$ cat src/rtl/txt_load_feeder.sv
// txt_load_feeder: buffers ioctl TXT downloads in a small FIFO, folds line endings to CR and
// replays bytes through a paced valid/ready port. Define TXT_LOADER_UPCASE_EN to fold a-z to A-Z.

module txt_load_feeder #(
  parameter int unsigned DEPTH_LOG2 = 4,
  parameter logic [7:0]  TXT_INDEX  = 8'd1,
  parameter int unsigned CHAR_GAP   = 48000,
  parameter int unsigned LINE_GAP   = 480000
) (
  input  logic        clk_sys,
  input  logic        reset,
  input  logic        enable,
  input  logic        ioctl_download,
  input  logic        ioctl_wr,
  input  logic [15:0] ioctl_addr,
  input  logic [7:0]  ioctl_data,
  input  logic [7:0]  ioctl_index,
  output logic        ioctl_wait,
  output logic [7:0]  rx_data,
  output logic        rx_valid,
  input  logic        rx_ready,
  output logic        busy,
  output logic        overflow,
  output logic [15:0] byte_count
);

  localparam int unsigned DEPTH   = 1 << DEPTH_LOG2;
  localparam int unsigned CNT_W   = DEPTH_LOG2 + 1;
  localparam int unsigned GAP_MAX = (LINE_GAP > CHAR_GAP) ? LINE_GAP : CHAR_GAP;
  localparam int unsigned GAP_W   = (GAP_MAX > 2) ? $clog2(GAP_MAX) : 1;

  localparam logic [CNT_W-1:0] FULL_LVL  = CNT_W'(DEPTH);
  localparam logic [CNT_W-1:0] WAIT_LVL  = CNT_W'(DEPTH - 2);
  localparam logic [GAP_W-1:0] CHAR_LOAD = GAP_W'(CHAR_GAP - 1);
  localparam logic [GAP_W-1:0] LINE_LOAD = GAP_W'(LINE_GAP - 1);

  typedef enum logic [1:0] {
    IDLE    = 2'd0,
    PRESENT = 2'd1,
    GAP     = 2'd2
  } state_t;

  state_t                state, state_next;
  logic [GAP_W-1:0]      gap_cnt, gap_next;

  logic [7:0]            mem [DEPTH];
  logic [DEPTH_LOG2-1:0] wr_ptr, rd_ptr;
  logic [CNT_W-1:0]      count;
  logic                  last_cr;
  logic                  dl_prev;

  logic                  dl_rise;
  logic                  accept;
  logic                  is_cr, is_lf;
  logic                  drop_lf;
  logic                  full;
  logic                  push, pop;
  logic [7:0]            wr_byte;
  logic [7:0]            head;

  // The file offset carries no information for a serial replay.
  logic                  addr_unused;
  assign addr_unused = ^ioctl_addr;

  assign dl_rise = ioctl_download & ~dl_prev;
  assign accept  = ioctl_download & ioctl_wr & enable & (ioctl_index == TXT_INDEX);
  assign is_cr   = (ioctl_data == 8'h0D);
  assign is_lf   = (ioctl_data == 8'h0A);
  // last_cr belongs to the previous download until the rising-edge clear lands.
  assign drop_lf = is_lf & last_cr & ~dl_rise;
  assign full    = (count == FULL_LVL);
  assign push    = accept & ~drop_lf & ~full;
  assign pop     = (state == PRESENT) & rx_ready;
  assign head    = mem[rd_ptr];

  always_comb begin
`ifdef TXT_LOADER_UPCASE_EN
    wr_byte = (ioctl_data >= 8'h61 && ioctl_data <= 8'h7A) ? (ioctl_data - 8'h20) : ioctl_data;
`else
    wr_byte = ioctl_data;
`endif
    if (is_lf) wr_byte = 8'h0D;
  end

  // NOTE: storage array has no reset; only pointers and count define what is valid.
  always_ff @(posedge clk_sys) begin
    if (push) mem[wr_ptr] <= wr_byte;
  end

  // NOTE: all state here uses <= so every register samples pre-edge values of its peers.
  always_ff @(posedge clk_sys) begin
    if (reset) begin
      wr_ptr     <= '0;
      rd_ptr     <= '0;
      count      <= '0;
      ioctl_wait <= 1'b0;
      overflow   <= 1'b0;
      byte_count <= '0;
      last_cr    <= 1'b0;
      dl_prev    <= 1'b0;
    end else begin
      dl_prev <= ioctl_download;

      if (!enable) begin
        wr_ptr <= '0;
        rd_ptr <= '0;
        count  <= '0;
      end else begin
        if (push) wr_ptr <= wr_ptr + 1'b1;
        if (pop)  rd_ptr <= rd_ptr + 1'b1;
        case ({push, pop})
          2'b10:   count <= count + 1'b1;
          2'b01:   count <= count - 1'b1;
          default: count <= count;
        endcase
      end

      ioctl_wait <= enable & (count >= WAIT_LVL);

      if (dl_rise)
        overflow <= 1'b0;
      else if (accept & ~drop_lf & full)
        overflow <= 1'b1;

      if (dl_rise)
        byte_count <= {15'd0, pop};
      else if (pop)
        byte_count <= byte_count + 16'd1;

      if (accept)
        last_cr <= is_cr;
      else if (dl_rise | ~enable)
        last_cr <= 1'b0;
    end
  end

  always_ff @(posedge clk_sys) begin
    if (reset) begin
      state   <= IDLE;
      gap_cnt <= '0;
    end else begin
      state   <= state_next;
      gap_cnt <= gap_next;
    end
  end

  // NOTE: defaults first so no path through the case leaves a signal unassigned.
  always_comb begin
    state_next = state;
    gap_next   = gap_cnt;
    rx_valid   = 1'b0;

    unique case (state)
      IDLE: begin
        if (count != '0) state_next = PRESENT;
      end
      PRESENT: begin
        rx_valid = 1'b1;
        if (rx_ready) begin
          gap_next   = (head == 8'h0D) ? LINE_LOAD : CHAR_LOAD;
          state_next = GAP;
        end
      end
      GAP: begin
        if (gap_cnt == '0)
          state_next = IDLE;
        else
          gap_next = gap_cnt - 1'b1;
      end
      default: state_next = IDLE;
    endcase

    // Leaving File mode abandons whatever was in flight.
    if (!enable) begin
      state_next = IDLE;
      gap_next   = '0;
    end
  end

  assign rx_data = rx_valid ? head : 8'h00;
  assign busy    = ioctl_download | (count != '0) | (state != IDLE);

endmodule
$ cat config.mk
export PLATFORM = sky130hd
export DESIGN_NAME = txt_load_feeder
export DESIGN_NICKNAME = d
export VERILOG_FILES = /design/src/rtl/txt_load_feeder.sv
export SDC_FILE = /design/constraint.sdc
export NUM_CORES = 1
export LEC_CHECK = 0
export ABC_AREA = 1
export BUFFER_PORTS_ARGS = -buffer_cell sky130_fd_sc_hd__buf_2
export CAP_MARGIN = 30
export CELL_PAD_IN_SITES_DETAIL_PLACEMENT = 0
export CELL_PAD_IN_SITES_GLOBAL_PLACEMENT = 1
export CORE_MARGIN = 10
export CORE_UTILIZATION = 42
export DETAILED_ROUTE_END_ITERATION = 16
export PLACE_DENSITY = 0.85
export SLEW_MARGIN = 20
export SYNTH_ARGS = -nofsm -noshare
export SYNTH_HDL_FRONTEND = slang
export SYNTH_SLANG_ARGS = --single-unit
$ cat constraint.sdc
create_clock -name clk_sys -period 3.6 [get_ports clk_sys]
set_clock_uncertainty 0.2 [all_clocks]
set_input_delay 0.72 -clock clk_sys [delete_from_list [all_inputs] [get_ports clk_sys]]
set_output_delay 0.72 -clock clk_sys [all_outputs]
set_load 0.03 [all_outputs]
=== Word level (Yosys, flattened, before mapping) ===
Memory sizes are Yosys's and may differ from the RTL's. A register that Yosys moved wholly into a read port is not among the register bits.
Cells that the tools add are included.

* Add/subtract/negate cells: 6
* $lt $le $gt $ge: 1
* Eq/ne operators: 13
* Multiplexer cells: 20
* Bitwise operators: 19
* Reductions and logical operators: 12

{| class="wikitable"
|+ Operators with widths
! kind !! number
|-
| $mux W19 || 3
|-
| $pmux W19 S2 || 1
|-
| $eq A8 B4 Y1 const B || 3
|-
| $logic_not A19 Y1 || 1
|-
| $sub A19 B1 Y19 const B || 1
|-
| $add A16 B1 Y16 const B || 1
|-
| $mux W8 || 2
|-
| $and A1 B1 Y1 || 11
|-
| $pmux W5 S2 || 1
|-
| $reduce_bool A2 Y1 || 5
|-
| $add A4 B1 Y4 const B || 2
|-
| $eq A8 B1 Y1 const B || 1
|-
| $mux W4 || 2
|-
| $ne A2 B2 Y1 const B || 4
|-
| $mux W1 || 7
|-
| $mux W2 || 3
|-
| $pmux W2 S3 || 1
|-
| $reduce_and A3 Y1 || 2
|-
| $add A5 B1 Y5 const B || 1
|-
| $eq A5 B5 Y1 const B || 1
|-
| $ge A5 B4 Y1 const B || 1
|-
| $not A1 Y1 || 5
|-
| $reduce_bool A5 Y1 || 1
|-
| $sub A5 B1 Y5 const B || 1
|-
| other kinds (5) || 10
|}

* Register bits: 54
* RAM bits: 128
* Output and inout bits: 28
* Logic and storage cells: 83
* Memories kept: 1

{| class="wikitable"
|+ Memory list
! memory !! words !! bits a word !! read ports !! clocked after Yosys merged registers in !! write ports !! RTL line !! RTL
|-
| mem || 16 || 8 || 1 || 1 || 1 || 46 || <nowiki>logic [7:0] mem [DEPTH];</nowiki>
|}

=== Depth between registers and ports, before layout ===
* Word-level depth: 9
* Depth in mapped cells: 19

=== Least setup slack after synthesis ===
No wires, ideal clock.

* Path type: input to register
* Start: input port ioctl_index[3]
* End: register count[4]
* Library setup time: 0.119 ns
* Arrival time: 2.911 ns
* Data required time: 3.281 ns
* Path slack: 0.370 ns
* Cell stages on the path: 17
* Buffers on the path: 0
* Path through: nor4b_1 and3_1 nand2_1 nor2_1 inv_1 ha_1 xor2_1 ha_1 a21o_1 nand2_1 nand2_1 a21oi_1 nor2_1 nor2_1 nand2_1 o21ai_0 a21oi_1

* Word-level cells in the longest chain between the ends: 6
* Elaborated cells on any way between the ends: 8
* Classes of those cells: eq/ne: 3; mux: 1; bitwise: 3; reduce/logical: 1

{| class="wikitable"
|+ Ends and longest elaborated chain
! item !! RTL line !! RTL
|-
| from (decl) || 17 || <nowiki>input logic [7:0] ioctl_index,</nowiki>
|-
| $eq A8 B1 Y1 (*) || 66 || <nowiki>assign accept = ioctl_download & ioctl_wr & enable & (ioctl_index == TXT_INDEX);</nowiki>
|-
| $and A1 B1 Y1 (*) || 66 ||
|-
| $and A1 B1 Y1 (*) (2 in a row) || 72 || <nowiki>assign push = accept & ~drop_lf & ~full;</nowiki>
|-
| $eq A2 B1 Y1 or $eq A2 B2 Y1 (tied branches) || 111 || <nowiki>case ({push, pop})</nowiki>
|-
| $pmux W5 S2 or $reduce_bool A2 Y1 (tied branches) || n/a ||
|-
| to (signal assigned) || 112 || <nowiki>2'b10: count <= count + 1'b1;</nowiki>
|-
| to (signal assigned) || 113 || <nowiki>2'b01: count <= count - 1'b1;</nowiki>
|-
| to (signal assigned) || 114 || <nowiki>default: count <= count;</nowiki>
|-
| to (decl) || 48 || <nowiki>logic [CNT_W-1:0] count;</nowiki>
|}

Mark *: on every way between the ends. The rest lies on a longest branch, timed or not.
A chain may end at the register's enable or synchronous reset.

==> flow_summary.yaml <==
outcome:
  status: "complete, no violations"
yosys:
  ys.flop_type: "edfxtp_1"
  synth_commonest_cells: "nand2_1 (263), inv_1 (129), edfxtp_1 (128)"
  synth_edf_count: 128
  yosys-top-cells-area: "edfxtp_1 (45%), dfxtp_1 (14%), nand2_1 (12%)"
  async_flop_share_pct: 0
  syn_nets: 1024
  yosys.area.top_type_share_pct: 44.9
  synth_top_cell_by_area: "edfxtp_1"
  netlist-cell-type-count: 39
  syn-cell-area_sq_um: 8560
  yosysMostFrequentCell: "nand2_1"
  synth_cells: 975
  synth_seq_cells: 186
  ys_seq_area_share_pct: 58.5
  yosys_warnings: 0
  avgSynthCellArea_sq_um: 8.78
detailed_routing:
  viasPerCell: 4.89
  vias: 6450
  first_pass_iters: 5
  ant_nets: 0
  routedWlPerCell_um: 14.4
  drc_errors: 0
  drtIter0Drc: 402
  wirelength_um: 19000
worst_setup_path:
  cp-end-kind: "output port"
  reg2regPathDepth: 17
  reg2reg_slack_ns: 0.63
  cp_num_buf_inv: 4
  r2r_end: "count[4]"
  critical_path.max_fanout: 34
  critPathArrivalTime_ns: 2.26
  cp_top_family: "buffers and inverters"
  cp.required_ns: 2.68
  crit_type: "flop to output port"
  max_stage_delay_ns: 0.50
  cp_cell_sequence: "inv_2 > buf_4 > o211ai_1 > nand3_1 > nand3_1 > nand2_1 > inv_2 > nor2_1 > buf_2"
  start_kind: "flop"
  crit_slowest_cell: "inv_2"
  reg2reg_from: "count[1]"
cts:
  clock_sinks: 186
  postCtsResizedCells: 0
  clock_latency_ns: 0.43
  cts_hold_buf: 0
  path_clk_slew_ns: 0.07
  numCtsBuffers: 17
  cts-root-buf: "clkbuf_16"
  clockBufferDepth: 2
  cts_tree: "built"
  post_cts_buffers: 0
  cts.htree.levels: 4
power:
  pwr_density_cell_nw_per_um2: 415
  p_leak_uw: 0.00416
  power_uw: 4040
  vdd_drop_max_uv: 372
timing:
  slew_headroom_pct: 44.0
  rsz0062_at_grt: "false"
  final_max_slew_viol_count: 0
  final.setup.tns_ns: 0
  hold_violations: 0
  min_period_over_period_pct: 88.4
  worst_pin_slew_ns: 0.837
  max_clock_freq_mhz: 314
  period_needed_ns: 3.18
  setup_violations: 0
global_route:
  grt_pass1_vias: 6231
  grt_pass1_wl_um: 31800
  grt_usage_pct: 15.0
  overflow: 0
  antenna_found_initial: 0
  grt_max_degree: 67
placement:
  place_congestion: 0.802
  dp.final_hpwl_um: 12400
  port_buffers: 49
  dp.cells: 1287
floorplanning:
  die_area_sq_um: 26500
  die_h_um: 163
  std_cell_rows: 52
  coreArea_sq_um: 20200
  ioPinCount: 66
  die_w_um: 163
  start_util_pct: 42.4
worst_hold_path:
  hold_end: "byte_count[15]"
  min_path_cells: 2
  holdCritStartpoint: "byte_count[15]"
  hold_path.class: "flop to flop"
layout:
  utilization_pct: 48.2
  fill_cells: 1957
  fin_cells: 1319
  layout-drive-gt1-share_pct: 11.9
  nets: 1085
  syn_to_final_growth_pct: 13.7
  antennaDiodeCount: 0
flow_run:
  drv_cap: 0
-- cell usage in the layout (no fill, tap or decap), types with 3 or more instances in the layout --
cell / count
nand4_1: 11
nor3_1: 11
nand3_1: 101
ha_1: 11
a31oi_1: 7
inv_1: 129
buf_4: 28
o21ai_0: 41
inv_2: 7
nor2_2: 5
clkbuf_16: 17
inv_6: 3
clkinv_1: 4
a21oi_1: 32
clkinv_4: 3
nand2_1: 263
xor2_1: 10
nor2_1: 95
edfxtp_1: 128
dfxtp_1: 57
buf_2: 49
nor4_1: 6
-- logic make-up (layout without fill, tap and decap cells) --
| family | count (synthesis) | count (layout) | synth area share [%] |
|---|---|---|---|
| AOI/OAI and AO/OA | 93 | 93 | 5.95 |
| DFF | 186 | 186 | 58.5 |
| buffers and inverters | 173 | 247 | 8.17 |
| and+or+nand+nor | 500 | 500 | 24.6 |
| adders and majority gates | 11 | 11 | 1.61 |
| xor gates and xnor gates | 12 | 12 | 1.23 |
-- sequential cells by signal, indices dropped and copies added, names as in the netlist, 2 cells and up, named ones only --
name / cells
count: 5
gap_cnt: 19
mem: 128
wr_ptr: 4
byte_count: 16
state: 2
rd_ptr: 4
-- layer usage --
layer / global-route usage, % / share of wire, %
met1: 19.1 / 45
met2: 24.9 / 49
met3: 3.06 / 4.9
met4: 4.88 / 1.5
met5: 0 / 0
-- report_power, final --
part | internal [uW] | switching (uW)
sequential | 2280 | 0.258
clock | 884 | 802
combinational | 19.9 | 48.3
-- worst max path at each step --
stage / startpoint / to / slack [ns] / cells after the start
3_3_place_gp: ioctl_index[3] / count[4] / 0.17 / 18
2_1_floorplan: ioctl_index[3] / count[4] / 0.37 / 17
6_report: flop / rx_data[6] / 0.42 / 9
4_1_cts: flop / rx_data[5] / 0.31 / 9
5_1_grt: flop / rx_data[5] / 0.18 / 9
3_5_place_dp: ioctl_index[3] / count[4] / 0.15 / 18
-- per-stage QoR --
stage | setup slack, ns | instance area [sq um] | hold WS (ns)
global placement | 0.173 | 9200 | 0.250
finish | 0.418 | 9730 | 0.265
CTS | 0.313 | 9730 | 0.265
global route | 0.184 | 9730 | 0.304
detailed placement | 0.154 | 9200 | 0.253
floorplan | 0.370 | 8560 | 0.247
-- worst reg2reg max path: cells and delay by family (launching register included) --
family                     cells  cell delay, ns
AOI/OAI and AO/OA              4            0.53
xor gates and xnor gates       1            0.11
adders and majority gates      2            0.44
and+or+nand+nor                8            0.99
DFF                            1            0.37
buffers and inverters          2            0.23
-- cell type report --
type | count | area (sq um) | share of cell area (%)
clock buffer | 18 | 429 | 4.41
sequential | 186 | 5010 | 51.5
clock inverter | 14 | 96.3 | 0.990
tap | 270 | 338 | 3.47
multi-input combinational | 616 | 2850 | 29.3
inverter | 136 | 510 | 5.25
timing repair buffer | 79 | 495 | 5.09
Note: power is estimated with default switching activity, not from simulation.
